[src/rtl/wb_arb_pkg.sv]
// Shared types and helpers for the register-file write-back arbiter.
// The entry struct is sized from these constants, so the top's parameters must keep these values.
package wb_arb_pkg;

  localparam int WB_DATA_W = 32;
  localparam int WB_REG_W  = 5;
  localparam int WB_DEPTH  = 2;
  localparam int SEQ_W     = $clog2(2 * WB_DEPTH) + 1;

  typedef struct packed {
    logic [WB_REG_W-1:0]  rd;
    logic [WB_DATA_W-1:0] data;
    logic [SEQ_W-1:0]     seq;
  } wb_entry_t;

  // The tag window is less than half the tag space, so a negative wrapped difference means "older".
  function automatic logic older(input logic [SEQ_W-1:0] a, input logic [SEQ_W-1:0] b);
    logic [SEQ_W-1:0] diff;
    diff = a - b;
    return diff[SEQ_W-1];
  endfunction

endpackage

[src/rtl/wb_lane_fifo.sv]
// Per-lane write-back queue: small synchronous FIFO of wb_entry_t with flush.
// The caller must not push when full or pop when empty.
module wb_lane_fifo
  import wb_arb_pkg::*;
#(
  parameter int DEPTH = WB_DEPTH
) (
  input  logic      clk,
  input  logic      rst,
  input  logic      flush,
  input  logic      push,
  input  wb_entry_t push_entry,
  input  logic      pop,
  output wb_entry_t head,
  output logic      full,
  output logic      empty
);

  localparam int AW = (DEPTH > 1) ? $clog2(DEPTH) : 1;
  localparam int CW = $clog2(DEPTH + 1);

  wb_entry_t       mem [DEPTH];
  logic [AW-1:0]   rd_ptr;
  logic [AW-1:0]   wr_ptr;
  logic [CW-1:0]   count;

  function automatic logic [AW-1:0] bump(input logic [AW-1:0] p);
    if (p == AW'(DEPTH - 1)) begin
      return {AW{1'b0}};
    end else begin
      return p + AW'(1);
    end
  endfunction

  // Pointer and occupancy state; flush behaves like a reset of the queue.
  always_ff @(posedge clk) begin
    if (!rst || flush) begin
      rd_ptr <= {AW{1'b0}};
      wr_ptr <= {AW{1'b0}};
      count  <= {CW{1'b0}};
    end else begin
      if (push) begin
        wr_ptr <= bump(wr_ptr);
      end
      if (pop) begin
        rd_ptr <= bump(rd_ptr);
      end
      count <= count + CW'(push) - CW'(pop);
    end
  end

  // Storage array; contents are irrelevant while the queue is empty.
  always_ff @(posedge clk) begin
    if (push && rst && !flush) begin
      mem[wr_ptr] <= push_entry;
    end
  end

  assign head  = mem[rd_ptr];
  assign full  = (count == CW'(DEPTH));
  assign empty = (count == {CW{1'b0}});

endmodule

[src/rtl/regfile_wb_arbiter.sv]
// Shares the register-file write port between two lanes, committing one write
// per cycle in global issue order and pulsing a per-lane ack on each retirement.
module regfile_wb_arbiter
  import wb_arb_pkg::*;
#(
  parameter int DATA_W = WB_DATA_W,
  parameter int REG_W  = WB_REG_W,
  parameter int DEPTH  = WB_DEPTH
) (
  input  logic              clk,
  input  logic              rst,
  input  logic              flush,
  input  logic              wb1_valid,
  output logic              wb1_ready,
  input  logic [REG_W-1:0]  wb1_rd,
  input  logic [DATA_W-1:0] wb1_data,
  input  logic              wb2_valid,
  output logic              wb2_ready,
  input  logic [REG_W-1:0]  wb2_rd,
  input  logic [DATA_W-1:0] wb2_data,
  output logic              rf_we,
  output logic [REG_W-1:0]  rf_waddr,
  output logic [DATA_W-1:0] rf_wdata,
  output logic              ack1,
  output logic              ack2,
  output logic              pending
);

  logic [SEQ_W-1:0] seq_cnt;
  wb_entry_t        in1, in2, head1, head2, sel;
  logic             full1, full2, empty1, empty2;
  logic             push1, push2, grant1, grant2;

  assign wb1_ready = !full1 && !flush && rst;
  assign wb2_ready = !full2 && !flush && rst;
  assign push1     = wb1_valid && wb1_ready;
  assign push2     = wb2_valid && wb2_ready;

  // Lane 1 is treated as the older of two simultaneous results.
  assign in1 = '{rd: wb1_rd, data: wb1_data, seq: seq_cnt};
  assign in2 = '{rd: wb2_rd, data: wb2_data, seq: (push1 ? seq_cnt + SEQ_W'(1) : seq_cnt)};

  // Issue-order tag counter.
  always_ff @(posedge clk) begin
    if (!rst || flush) begin
      seq_cnt <= {SEQ_W{1'b0}};
    end else begin
      seq_cnt <= seq_cnt + SEQ_W'(push1) + SEQ_W'(push2);
    end
  end

  wb_lane_fifo #(.DEPTH(DEPTH)) u_lane1 (
    .clk        (clk),
    .rst        (rst),
    .flush      (flush),
    .push       (push1),
    .push_entry (in1),
    .pop        (grant1),
    .head       (head1),
    .full       (full1),
    .empty      (empty1)
  );

  wb_lane_fifo #(.DEPTH(DEPTH)) u_lane2 (
    .clk        (clk),
    .rst        (rst),
    .flush      (flush),
    .push       (push2),
    .push_entry (in2),
    .pop        (grant2),
    .head       (head2),
    .full       (full2),
    .empty      (empty2)
  );

  // Grant the older valid head; nothing is popped during reset or flush.
  always_comb begin
    grant1 = 1'b0;
    grant2 = 1'b0;
    if (!rst || flush) begin
      grant1 = 1'b0;
      grant2 = 1'b0;
    end else if (!empty1 && !empty2) begin
      if (older(head1.seq, head2.seq)) begin
        grant1 = 1'b1;
      end else begin
        grant2 = 1'b1;
      end
    end else if (!empty1) begin
      grant1 = 1'b1;
    end else if (!empty2) begin
      grant2 = 1'b1;
    end else begin
      grant1 = 1'b0;
      grant2 = 1'b0;
    end
  end

  assign sel = grant1 ? head1 : head2;

  // Registered commit stage; address and data hold their last values when idle.
  always_ff @(posedge clk) begin
    if (!rst) begin
      rf_we    <= 1'b0;
      rf_waddr <= {REG_W{1'b0}};
      rf_wdata <= {DATA_W{1'b0}};
      ack1     <= 1'b0;
      ack2     <= 1'b0;
    end else if (flush) begin
      rf_we <= 1'b0;
      ack1  <= 1'b0;
      ack2  <= 1'b0;
    end else begin
      rf_we <= (grant1 || grant2) && (sel.rd != {REG_W{1'b0}});
      ack1  <= grant1;
      ack2  <= grant2;
      if (grant1 || grant2) begin
        rf_waddr <= sel.rd;
        rf_wdata <= sel.data;
      end
    end
  end

  assign pending = !empty1 || !empty2 || ack1 || ack2;

endmodule

[config.mk]
export PLATFORM = sky130hd
export DESIGN_NAME = regfile_wb_arbiter
export DESIGN_NICKNAME = d
export VERILOG_FILES = /design/src/rtl/wb_arb_pkg.sv /design/src/rtl/wb_lane_fifo.sv /design/src/rtl/regfile_wb_arbiter.sv
export SDC_FILE = /design/constraint.sdc
export NUM_CORES = 1
export LEC_CHECK = 0
export BUFFER_PORTS_ARGS = -buffer_cell sky130_fd_sc_hd__buf_4
export CAP_MARGIN = 15
export CORE_MARGIN = 5
export CORE_UTILIZATION = 51
export CTS_CLUSTER_SIZE = 20
export DETAILED_ROUTE_END_ITERATION = 6
export GPL_TIMING_DRIVEN = 0
export PLACE_DENSITY = 0.83
export SLEW_MARGIN = 30
export SYNTH_ARGS = -nofsm -noshare
export SYNTH_HDL_FRONTEND = slang
export SYNTH_SLANG_ARGS = --single-unit
[constraint.sdc]
create_clock -name clk -period 3.25 [get_ports clk]
set_input_delay 0.65 -clock clk [delete_from_list [all_inputs] [get_ports clk]]
set_output_delay 0.65 -clock clk [all_outputs]
set_load 0.02 [all_outputs]
* Word level (Yosys, flattened, before mapping) *
Memories as Yosys holds them, arrays and structs flattened. A register that Yosys moved wholly into a read port is not among the register bits.
Index checks and enable logic that the tools add are counted.
W data, S select, Z words.

storage, ports and cells
  input port bits = 79
  output and inout port bits = 43
  memory bits (writable) = 160
  register bits = 51
  memories kept = 2

operators by class
  reduce and logical (&&, ||, !) cells = 28
  mux-type cells = 23
  add/sub/neg operators = 12
  bitwise gates (word level) = 2
  eq/ne operators = 2

memories
  name         depth  width  rd ports  clocked after Yosys merged registers in  wr ports  line                RTL
  u_lane1.mem  2      40     1         1                                        1         wb_lane_fifo.sv:22  wb_entry_t mem [DEPTH];
  u_lane2.mem  2      40     1         1                                        1         wb_lane_fifo.sv:22

operator list
  cell                   count
  $mux W40               1
  $mux W1                21
  $logic_and A1 B1 Y1    12
  $add A3 B1 Y3          2
  $logic_not A1 Y1       6
  $logic_or A1 B1 Y1     5
  $reduce_bool A5 Y1     1
  $add A1 B1 Y1 const B  4
  $add A2 B1 Y2          2
  $eq A2 B2 Y1 const B   2
  $logic_not A2 Y1       2
  $sub A2 B1 Y2          2
  $add A3 B1 Y3 const B  1
  $mux W3                1
  $sub A3 B3 Y3          1
  $not A1 Y1             2
  $reduce_and A2 Y1      1
  $reduce_or A2 Y1       1

* Logic depth before layout (Yosys ltp) *
Gate-level depths: netlist of run 1.

  depth after elaboration = 9
  gate-level depth with buffers = 16

* Hierarchy *
A second synthesis of run 1 with hierarchy kept.

unflattened totals
  cell total of the unflattened synthesis = 550
  area total of the unflattened synthesis = 8546.9 µm²

modules (own cells, without submodules)
  module              cells each  area each (µm²)  times used
  wb_lane_fifo        147         3126.7           2
  regfile_wb_arbiter  256         2293.4           1

* Worst setup path before layout of run 1 *
No wires, ideal clock.

  path kind = input port to flip-flop
  start = in flush
  end = mem u_lane2.mem[0][0] (netlist name) (enable)
  data arrival time = 3179 ps
  stages on the path = 4
  setup slack = -366 ps
  data required time = 2812 ps
  path through = nand2b_1 a21oi_1 nand2_1 nor2_1

on the way
  word-level cells in the longest chain between the ends = 8

RTL lines
  element                            line                      RTL
  start, declared                    regfile_wb_arbiter.sv:12  input logic flush,
  $logic_not A1 Y1                   regfile_wb_arbiter.sv:35  assign wb2_ready = !full2 && !flush && rst;
  $logic_and A1 B1 Y1 (2 in series)  regfile_wb_arbiter.sv:35
  via wb2_ready                      regfile_wb_arbiter.sv:18  output logic wb2_ready,
  $logic_and A1 B1 Y1                regfile_wb_arbiter.sv:37  assign push2 = wb2_valid && wb2_ready;
  $logic_and A1 B1 Y1 (2 in series)  wb_lane_fifo.sv:54        if (push && rst && !flush) begin
  $mux W1                            wb_lane_fifo.sv:54
  $mux W1 (implied by the code)      wb_lane_fifo.sv:55        mem[wr_ptr] <= push_entry;
  end, declared                      wb_lane_fifo.sv:22

The timed path passes the listed nets, and every way through them passes these cells.

==> results of run 1 <==
[cell families (layout without fill, tap and decap cells)]
kind of cell             after synthesis  in the layout  share of synthesized area
AND/OR/NAND/NOR                       85             85                     0.0487
buffers and inverters                 40            203                     0.0217
flip-flops                           213            213                      0.715
adder cells (fa/ha/maj)                8              8                     0.0131
XOR/XNOR                              13             13                     0.0148
AO/OA/AOI/OAI                         89             89                     0.0783
multiplexers                          82             82                      0.108
[what timing repair did]
action / in CTS / in global routing
setup endpoints to repair: 11 / 2
pin swaps: 1 / 0
buffers inserted: 1 / 0
gates resized for setup: 5 / 8
gates cloned: 0 / 0
[metrics by stage]
step                setup TNS, ns  cells  hold slack (ns)
floorplan                       0    530            0.454
global placement           -36.13    867            0.472
detailed placement          -2.17    871            0.494
CTS                             0    909            0.325
finish                          0    909            0.339
global route                    0    909            0.321
[metal layers]
| metal | global-route usage | routed length, um | vias to the layer above |
|---|---|---|---|
| li1 | - | - | 2332 |
| met1 | 0.245 | 7330 | 2581 |
| met2 | 0.360 | 10000 | 196 |
| met3 | 0.0364 | 1180 | 37 |
| met4 | 0.0687 | 489 | 0 |
| met5 | 0 | 0 | - |
[final timing paths]
| check | from | to | slack [ns] |
|---|---|---|---|
| worst max register to register | register | u_lane2.count[1] | 0.19 |
| worst min register to register | seq_cnt[0] | u_lane1.mem[0][0] | 0.51 |
| worst max-delay path | register | u_lane2.count[1] | 0.19 |
| worst min-delay path | wb2_data[20] | u_lane2.mem[0][23] | 0.34 |
[cells in the final DEF, fill, tap and decap left out, drive strengths merged, types with 6 or more instances in the layout]
cell type  instances
o21ai              7
dfxtp             53
clkinv             7
a21boi            16
edfxtp           160
buf              135
nand2             20
a21oi             22
xnor2              9
nor3              19
mux2i             43
clkbuf            50
inv                9
o221ai            21
mux2              39
ha                 7
a31oi              6
a221oi            14
nor2              30
[report_power, final]
part / switching, mW / internal, mW / total, mW
sequential: 0.0190 / 2.97 / 2.99
combinational: 0.157 / 0.139 / 0.296
clock: 0.989 / 1.50 / 2.49
total: 1.16 / 4.62 / 5.78
[flip-flops by register name, summed over array words and instances (netlist names), named ones only]
name and count:
u_lane1.mem 80, u_lane2.mem 80, rf_wdata 32, rf_waddr 5, seq_cnt 3, u_lane1.count 2, u_lane2.count 2, ack1 1
ack2 1, rf_we 1, u_lane1.rd_ptr 1, u_lane1.wr_ptr 1, u_lane2.rd_ptr 1, u_lane2.wr_ptr 1
[synth_stat cells (8+ instances only)]
master / n
dfxtp_1: 53
a21boi_1: 12
inv_1: 8
nand2_1: 20
nor2_1: 30
a221oi_1: 14
clkbuf_1: 20
mux2i_1: 41
xnor2_1: 8
edfxtp_1: 160
a21oi_1: 22
mux2_2: 38
nor3_1: 19
o221ai_1: 21
[cell type report]
class / count / area share
inverters: 9 / 0.00328
plain buffers: 28 / 0.0158
flip-flops and latches: 213 / 0.570
well taps: 216 / 0.0263
repair buffers: 126 / 0.0985
clock inverters: 9 / 0.00693
multi-input cells: 277 / 0.214
clock buffers: 31 / 0.0647
[worst register-to-register path: stages (launching register included)]
cell and delay, ns:
dfxtp_1 0.32, buf_6 0.19, buf_12 0.22, mux2i_1 0.24, ha_1 0.27, o21a_1 0.17
o21ai_2 0.25, a31oi_4 0.12, clkbuf_4 0.23, ha_1 0.32, inv_1 0.06, ha_1 0.15
xor2_1 0.19, xnor2_1 0.14, nor2_1 0.06
==> flow_metrics.tcl, run 1 <==
set metrics [dict create \
    fmax_ghz 0.327 \
    fin_worst_skew_ns 0.00859 \
    slew_headroom 0.446 \
    finalSetupViolations 0 \
    dp_slack_ns -0.673 \
    finalWeightedCongestion 0.774 \
    critPathMaxStageDelay_ns 0.32 \
    cp_max_fo 19 \
    cp.required_ns 3.62 \
    multi_input_area_sq_um 2210 \
    ant_nets 0 \
    cellPowerDensity_nw_per_um2 562 \
    path_clk_slew_ns 0.06 \
    yosys_warnings 0 \
    num_antenna_cells 0 \
    vias_per_cell 5.66 \
    final_nets 764 \
    cts_sinks 213 \
    whs_path_depth 1 \
    synth-async-reset-ratio 0 \
    drt_iter0_markers 435 \
    cts_tree "yes" \
    io_pins 122 \
    worst_slack_ns 0.188 \
    syn_area_per_cell_sq_um 15.5 \
    placed_area_sq_um 9510 \
    r2r_cells 14 \
    critical_path.most_common_cell "ha_1" \
    synth_area_sq_um 8200 \
    routed_wl_mm 19.0 \
    finalHoldViolCount 0 \
    dieArea_sq_um 18700 \
    fill_cells 1072 \
    crit_type "reg2reg" \
    max_slew.worst_pin.slew_ns 0.831 \
    grt-ovfl-total 0 \
    dr.pass1.iters 7 \
    crit_family "adder cells" \
    first_global_vias 5543 \
    status "complete, no violations" \
    synth_seq_area_share 0.715 \
    dp_hpwl_mm 13.2 \
    crit_path_start_kind "register" \
    start_util 0.518 \
    clockBufferDepth 3 \
    cp-end-kind "register" \
    synth_cells 530 \
    p_leak_nw 3.63 \
    grt_usage 0.201 \
    fin_crit_ns 3.06 \
    worst-path-buf-inv 4 \
    rsz0062_at_grt "no" \
    cp_slowest_cell "dfxtp_1" \
    fin_area_sq_um 10300 \
    cts_htree_levels 1 \
    ys_seq_elements 213 \
    path_cells "buf_6, buf_12, mux2i_1, ha_1, o21a_1, o21ai_2, a31oi_4, clkbuf_4, ha_1, inv_1, ha_1, xor2_1, xnor2_1, nor2_1" \
    grt_max_degree 41 \
    fin_crit_sh 0.942 \
    arrival_ns 3.43 \
    ys.flop_type "edfxtp_1" \
    power_mw 5.78 \
    syn_to_final_growth_pct 25.4 \
    hold_buffers 0 \
    port-buffer-count 121 \
    min_path_type "in2reg" \
    drive_above_1_share 0.328 \
    chipHeight_um 137 \
    cts_inserted_buffers 22 \
    synth_edf_count 160 \
    yosysTopAreaCellShare 0.586 \
    synthesis.nets 617 \
    synth_cell_types 45 \
    worst-path-stages 14 \
    post-route-drc-count 0 \
    wl_per_cell_um 20.9 \
    regArea_sq_um 5870 \
    grt_pass1_wl_mm 28.9 \
    clock_latency_ns 0.50 \
    yosys.area.top_type "edfxtp_1" \
    core_area_sq_um 15800 \
    dr_total_vias 5146 \
    slew_violations 0 \
    drv_cap 0 \
    synth_area_leaders "edfxtp_1 59%, dfxtp_1 13%, mux2_2 5.2%" \
    cts-root-buf "clkbuf_16" \
    vdd_ir_drop_max_v 0.000345 \
    antenna_found_initial 0 \
    rows 46 \
    chipWidth_um 137 \
    fin_util 0.650 \
]
Note: power is estimated with default switching activity, not from simulation.
==> inputs of run 2 (changes only) <==
--- a/config.mk
+++ b/config.mk
@@ -5,12 +5,13 @@
 export SDC_FILE = /design/constraint.sdc
 export NUM_CORES = 1
 export LEC_CHECK = 0
-export BUFFER_PORTS_ARGS = -buffer_cell sky130_fd_sc_hd__buf_4
 export CAP_MARGIN = 15
 export CORE_MARGIN = 5
-export CORE_UTILIZATION = 51
+export CORE_UTILIZATION = 57
+export CTS_CLUSTER_DIAMETER = 40
 export CTS_CLUSTER_SIZE = 20
 export DETAILED_ROUTE_END_ITERATION = 6
+export DONT_BUFFER_PORTS = 1
 export GPL_TIMING_DRIVEN = 0
 export PLACE_DENSITY = 0.83
 export SLEW_MARGIN = 30
==> flow_metrics.tcl, run 2 (synthesis results as in run 1) <==
set metrics [dict create \
    status "complete, no violations" \
    chipWidth_um 130 \
    path_cells "clkbuf_4, mux2_2, ha_1, o21ai_1, nand3_2, a31oi_4, clkbuf_4, ha_1, inv_1, ha_1, xor2_1, xnor2_1, nor2_1" \
    rows 43 \
    path_clk_slew_ns 0.06 \
    fmax_ghz 0.329 \
    start_util 0.586 \
    clock_latency_ns 0.49 \
    critical_path.most_common_cell "ha_1" \
    final_common_cell "edfxtp_1" \
    cts_htree_levels 1 \
    dieArea_sq_um 16900 \
    fin_crit_ns 3.04 \
    fin_setup_tns_ns 0 \
    routed_wl_mm 17.7 \
    r2r_cells 13 \
    finalHoldViolCount 0 \
    dr_total_vias 4640 \
    p_leak_nw 3.02 \
    grt-ovfl-total 0 \
    vdd_ir_drop_max_v 0.000362 \
    antenna_found_initial 0 \
    critPathMaxStageDelay_ns 0.37 \
    whs_path_depth 0 \
    port-buffer-count 0 \
    grt_pass1_wl_mm 27.2 \
    ant_nets 0 \
    worst_slack_ns 0.213 \
    crit_type "reg2reg" \
    cp_max_fo 15 \
    syn_to_final_growth_pct 14.0 \
    cp-end-kind "register" \
    core_area_sq_um 14000 \
    post-route-drc-count 0 \
    fin_util 0.669 \
    cts-root-buf "clkbuf_16" \
    grt_max_degree 41 \
    reg_top3 "u_lane1.mem x80, u_lane2.mem x80, rf_wdata x32" \
    crit_family "adder cells" \
    cellPowerDensity_nw_per_um2 618 \
    drt_iter0_markers 363 \
    max_slew.worst_pin.slew_ns 0.805 \
    wl_per_cell_um 23.6 \
    power_mw 5.78 \
    slew_violations 0 \
    worstHoldStart "wb2_data[18]" \
    slew_headroom 0.463 \
    cts_tree "yes" \
    cts_sinks 213 \
    worst-path-buf-inv 3 \
    min_path_type "in2reg" \
    dp_slack_ns -0.724 \
    io_pins 122 \
    r2r_setup_slack_ns 0.21 \
    num_antenna_cells 0 \
    dr.pass1.iters 5 \
    timing.rr.end "u_lane2.count[1]" \
    cp_slowest_cell "mux2_2" \
    fin_worst_skew_ns 0.0142 \
    drive_above_1_share 0.182 \
    crit_path_start_kind "register" \
    hold_path_end "u_lane2.mem[1][21]" \
    rsz0062_at_grt "no" \
    grt_usage 0.212 \
    final_nets 643 \
    clockBufferDepth 3 \
    cts_inserted_buffers 23 \
    layout_common_cells "160 x edfxtp_1, 53 x dfxtp_1, 41 x mux2i_1" \
    chipHeight_um 130 \
    finalWeightedCongestion 0.792 \
    dp_hpwl_mm 12.1 \
    fin_crit_sh 0.934 \
    drv_cap 0 \
    hold_buffers 0 \
    finalSetupViolations 0 \
    cp.required_ns 3.62 \
    first_global_vias 4906 \
    vias_per_cell 6.17 \
    arrival_ns 3.41 \
]
-- run 2: cell count changes in the layout (fill, tap and decap cells not counted), sizes merged --
cell / previous run / this run
buf: 135 / 12
bufinv: 1 / 3
clkbuf: 50 / 47
clkinv: 7 / 6
clkinvlp: 1 / 0
inv: 9 / 14
-- run 2: metal layers --
layer / routed length [um] / track usage / vias to the layer above
met3: 1690 / 0.0696 / 35
met4: 535 / 0.0789 / 0
met1: 6340 / 0.248 / 2330
met5: 0 / 0 / -
li1: - / - / 2087
met2: 9160 / 0.367 / 188
-- run 2: timing repair --
item                       4_1_cts  5_1_grt
gates resized for setup          7        5
pin swaps                        1        0
setup endpoints to repair       35        2
buffers inserted                 1        0
-- run 2: metrics by stage --
stage	hold slack (ns)	instances	area (sq um)
after detailed placement	0.488	713	8540
after global routing	0.229	752	9350
after floorplan	0.454	530	8220
after global placement	0.471	710	8440
final	0.248	752	9350
after CTS	0.236	752	9330
-- run 2: worst max-delay path by stage --
stage                         from                 end  slack, ns  cells past startpoint
final                     register    u_lane2.count[1]       0.21                     13
after global routing      register    u_lane2.count[1]       0.02                     14
after CTS                 register    u_lane2.count[1]       0.04                     14
after detailed placement  register    u_lane1.count[1]      -0.72                     15
after global placement       flush  u_lane1.mem[0][36]      -0.64                      4
after floorplan           register    u_lane2.count[1]       0.06                     16
-- run 2: report_power, final --
part	switching, mW	internal (mW)
combinational	0.107	0.0646
sequential	0.0354	2.97
clock	1.03	1.57
total	1.18	4.60
-- run 2: layout make-up --
type	instances	area (sq um)
Multi-Input combinational cell	277	2210
Fill cell	913	4640
Buffer	28	159
Tap cell	180	225
Clock inverter	14	174
Sequential cell	213	5870
Timing Repair Buffer	4	90.1
Clock buffer	27	591
Inverter	9	33.8
==> inputs of run 3 (changes only) <==
--- a/config.mk
+++ b/config.mk
@@ -5,6 +5,7 @@
 export SDC_FILE = /design/constraint.sdc
 export NUM_CORES = 1
 export LEC_CHECK = 0
+export ABC_AREA = 1
 export CAP_MARGIN = 15
 export CORE_MARGIN = 5
 export CORE_UTILIZATION = 57
@@ -14,6 +15,7 @@
 export DONT_BUFFER_PORTS = 1
 export GPL_TIMING_DRIVEN = 0
 export PLACE_DENSITY = 0.83
+export SKIP_CTS_REPAIR_TIMING = 1
 export SLEW_MARGIN = 30
 export SYNTH_ARGS = -nofsm -noshare
 export SYNTH_HDL_FRONTEND = slang
==> flow_metrics.tcl, run 3 <==
set metrics [dict create \
    r2r_setup_slack_ns 0.18 \
    drt-met1-wl_mm 6.60 \
    clock_latency_ns 0.53 \
    syn_to_final_growth_pct 17.3 \
    critical_path.most_common_cell "nand2_1" \
    cts_tree "yes" \
    wl_per_cell_um 19.7 \
    synth_top_family_by_area "simple AND/OR/NAND/NOR gates" \
    cp-end-kind "register" \
    grt_max_degree 24 \
    cts-root-buf "clkbuf_16" \
    fin_crit_sh 0.946 \
    yosys.area.top_type "edfxtp_1" \
    first_global_vias 5532 \
    finalSetupViolations 0 \
    topRoutingLayerUsed "met4" \
    timing.rr.end "u_lane2.count[1]" \
    hold_path_end "u_lane2.mem[0][6]" \
    critPathMaxStageDelay_ns 0.32 \
    rsz0062_at_grt "no" \
    ys_seq_elements 213 \
    cellPowerDensity_nw_per_um2 660 \
    path_cells "buf_6, buf_6, buf_6, nand2_1, nand2_1, ha_1, nand2_1, nand2_1, nand2_1, nand3_2, nand3_4, inv_2, buf_2, ha_1, inv_1, ha_1, or2_2, a21oi_1" \
    cp.required_ns 3.71 \
    rows 43 \
    worstHoldStart "wb2_data[3]" \
    synthXorXnorAreaFrac 0.00533 \
    fin_crit_ns 3.07 \
    grt_usage 0.223 \
    slew_violations 0 \
    post-route-drc-count 0 \
    reg_top3 "u_lane1.mem x80, u_lane2.mem x80, rf_wdata x32" \
    fin_worst_skew_ns 0.0184 \
    yosysMostFrequentCell "nand2_1" \
    io_pins 122 \
    ant_nets 0 \
    dp_cells 901 \
    num_antenna_cells 0 \
    finalHoldViolCount 0 \
    dieArea_sq_um 16900 \
    status "complete, no violations" \
    crit_type "reg2reg" \
    vias_per_cell 5.59 \
    cts_sinks 213 \
    holdWs_ns 0.211 \
    synth_cells 715 \
    synth_adder_area_share 0.0131 \
    p_leak_nw 3.64 \
    dp_hpwl_mm 12.9 \
    max_slew.worst_pin.slew_ns 0.672 \
    final_common_cell "nand2_1" \
    wl_met3_mm 2.11 \
    synthMuxAreaShare 0.00488 \
    chipHeight_um 130 \
    slew_headroom 0.551 \
    cts_inserted_buffers 28 \
    ys.flop_type "edfxtp_1" \
    fmax_ghz 0.325 \
    routed_wl_mm 18.7 \
    min_path_type "in2reg" \
    cp_max_fo 10 \
    whs_path_depth 0 \
    dr.pass1.iters 5 \
    dr_total_vias 5315 \
    arrival_ns 3.53 \
    final_nets 835 \
    drv_cap 0 \
    chipWidth_um 130 \
    start_util 0.587 \
    synth_edf_count 160 \
    synth-async-reset-ratio 0 \
    fin_setup_tns_ns 0 \
    cts_htree_levels 1 \
    grt_pass1_wl_mm 28.6 \
    drt_iter0_markers 419 \
    yosysTopAreaCellShare 0.585 \
    r2r_cells 18 \
    layout_common_cells "244 x nand2_1, 160 x edfxtp_1, 52 x dfxtp_1" \
    cp_slowest_cell "dfxtp_1" \
    finalWeightedCongestion 0.836 \
    synth_area_sq_um 8210 \
    clockBufferDepth 3 \
    grt-ovfl-total 0 \
    met2_length_mm 9.26 \
    crit_path_start_kind "register" \
    synthesis.nets 802 \
    yosys_warnings 0 \
    vdd_ir_drop_max_v 0.000596 \
    port-buffer-count 0 \
    core_area_sq_um 14000 \
    synthSimpleGateAreaFrac 0.154 \
    antenna_found_initial 0 \
    synth_cell_types 27 \
    instances_no_fill 950 \
    path_clk_slew_ns 0.06 \
    synth_compound_area_frac 0.0701 \
    yosys-top-cells-count "244 x nand2_1, 160 x edfxtp_1, 53 x dfxtp_1, 34 x nor2_1, 33 x o21ai_0" \
    drive_above_1_share 0.140 \
    syn_area_per_cell_sq_um 11.5 \
    synth_area_leaders "edfxtp_1 59%, dfxtp_1 13%, nand2_1 11%" \
    synth_seq_area_share 0.714 \
]
## run 3: cell type report
type                    count  area [sq um]
plain buffers              28           165
clock buffers              31           753
clock inverters            21           254
fillers                   941          4360
inverters                  41           156
multi-input cells         430          2070
flip-flops and latches    213          5870
well taps                 180           225
repair buffers              6           140
## run 3: worst max path at each step
stage | from | slack (ns) | end
after floorplan | rst | -0.62 | u_lane1.mem[0][0]
after detailed placement | register | -0.51 | u_lane1.count[1]
after global routing | register | 0.03 | u_lane2.count[1]
after CTS | register | -0.56 | u_lane2.count[1]
after global placement | rst | -1.80 | u_lane1.mem[0][20]
final | register | 0.18 | u_lane2.count[1]
## run 3: where the power goes
group / switching [mW] / internal, mW / leakage [nW] / total, mW
combinational: 0.101 / 0.0448 / 1.27 / 0.146
clock: 1.24 / 1.97 / 0.491 / 3.21
sequential: 0.0348 / 2.97 / 1.88 / 3.01
## run 3: cells by family after synthesis
logic type / after synthesis
AO/OA/AOI/OAI: 102
XOR/XNOR: 5
adder cells (fa/ha/maj): 8
buffers and inverters: 72
flip-flops: 213
multiplexers: 4
AND/OR/NAND/NOR: 311
## run 3: per-stage QoR
stage          cell area, sq um   util  setup WS [ns]  total power [mW]
2_1_floorplan              8220      -         -0.619              3.16
3_3_place_gp               8440  0.603          -1.80              3.19
3_5_place_dp               8610  0.615         -0.507              3.21
4_1_cts                    9610  0.687         -0.559              6.40
5_1_grt                    9630  0.688         0.0260              6.55
6_report                   9630  0.688          0.176              6.36
## run 3: routing by layer
| metal | up-vias | track usage |
|---|---|---|
| li1 | 2505 | - |
| met1 | 2515 | 0.251 |
| met2 | 245 | 0.379 |
| met3 | 50 | 0.0946 |
| met4 | 0 | 0.0868 |
| met5 | - | 0 |
## run 3: critical path: cells and delay by family (launching register included)
family | cells | cell delay [ns]
AOI/OAI and AO/OA | 1 | 0.13
adders and majority gates | 3 | 0.72
buffers and inverters | 6 | 0.83
DFF | 1 | 0.32
and+or+nand+nor | 8 | 0.99
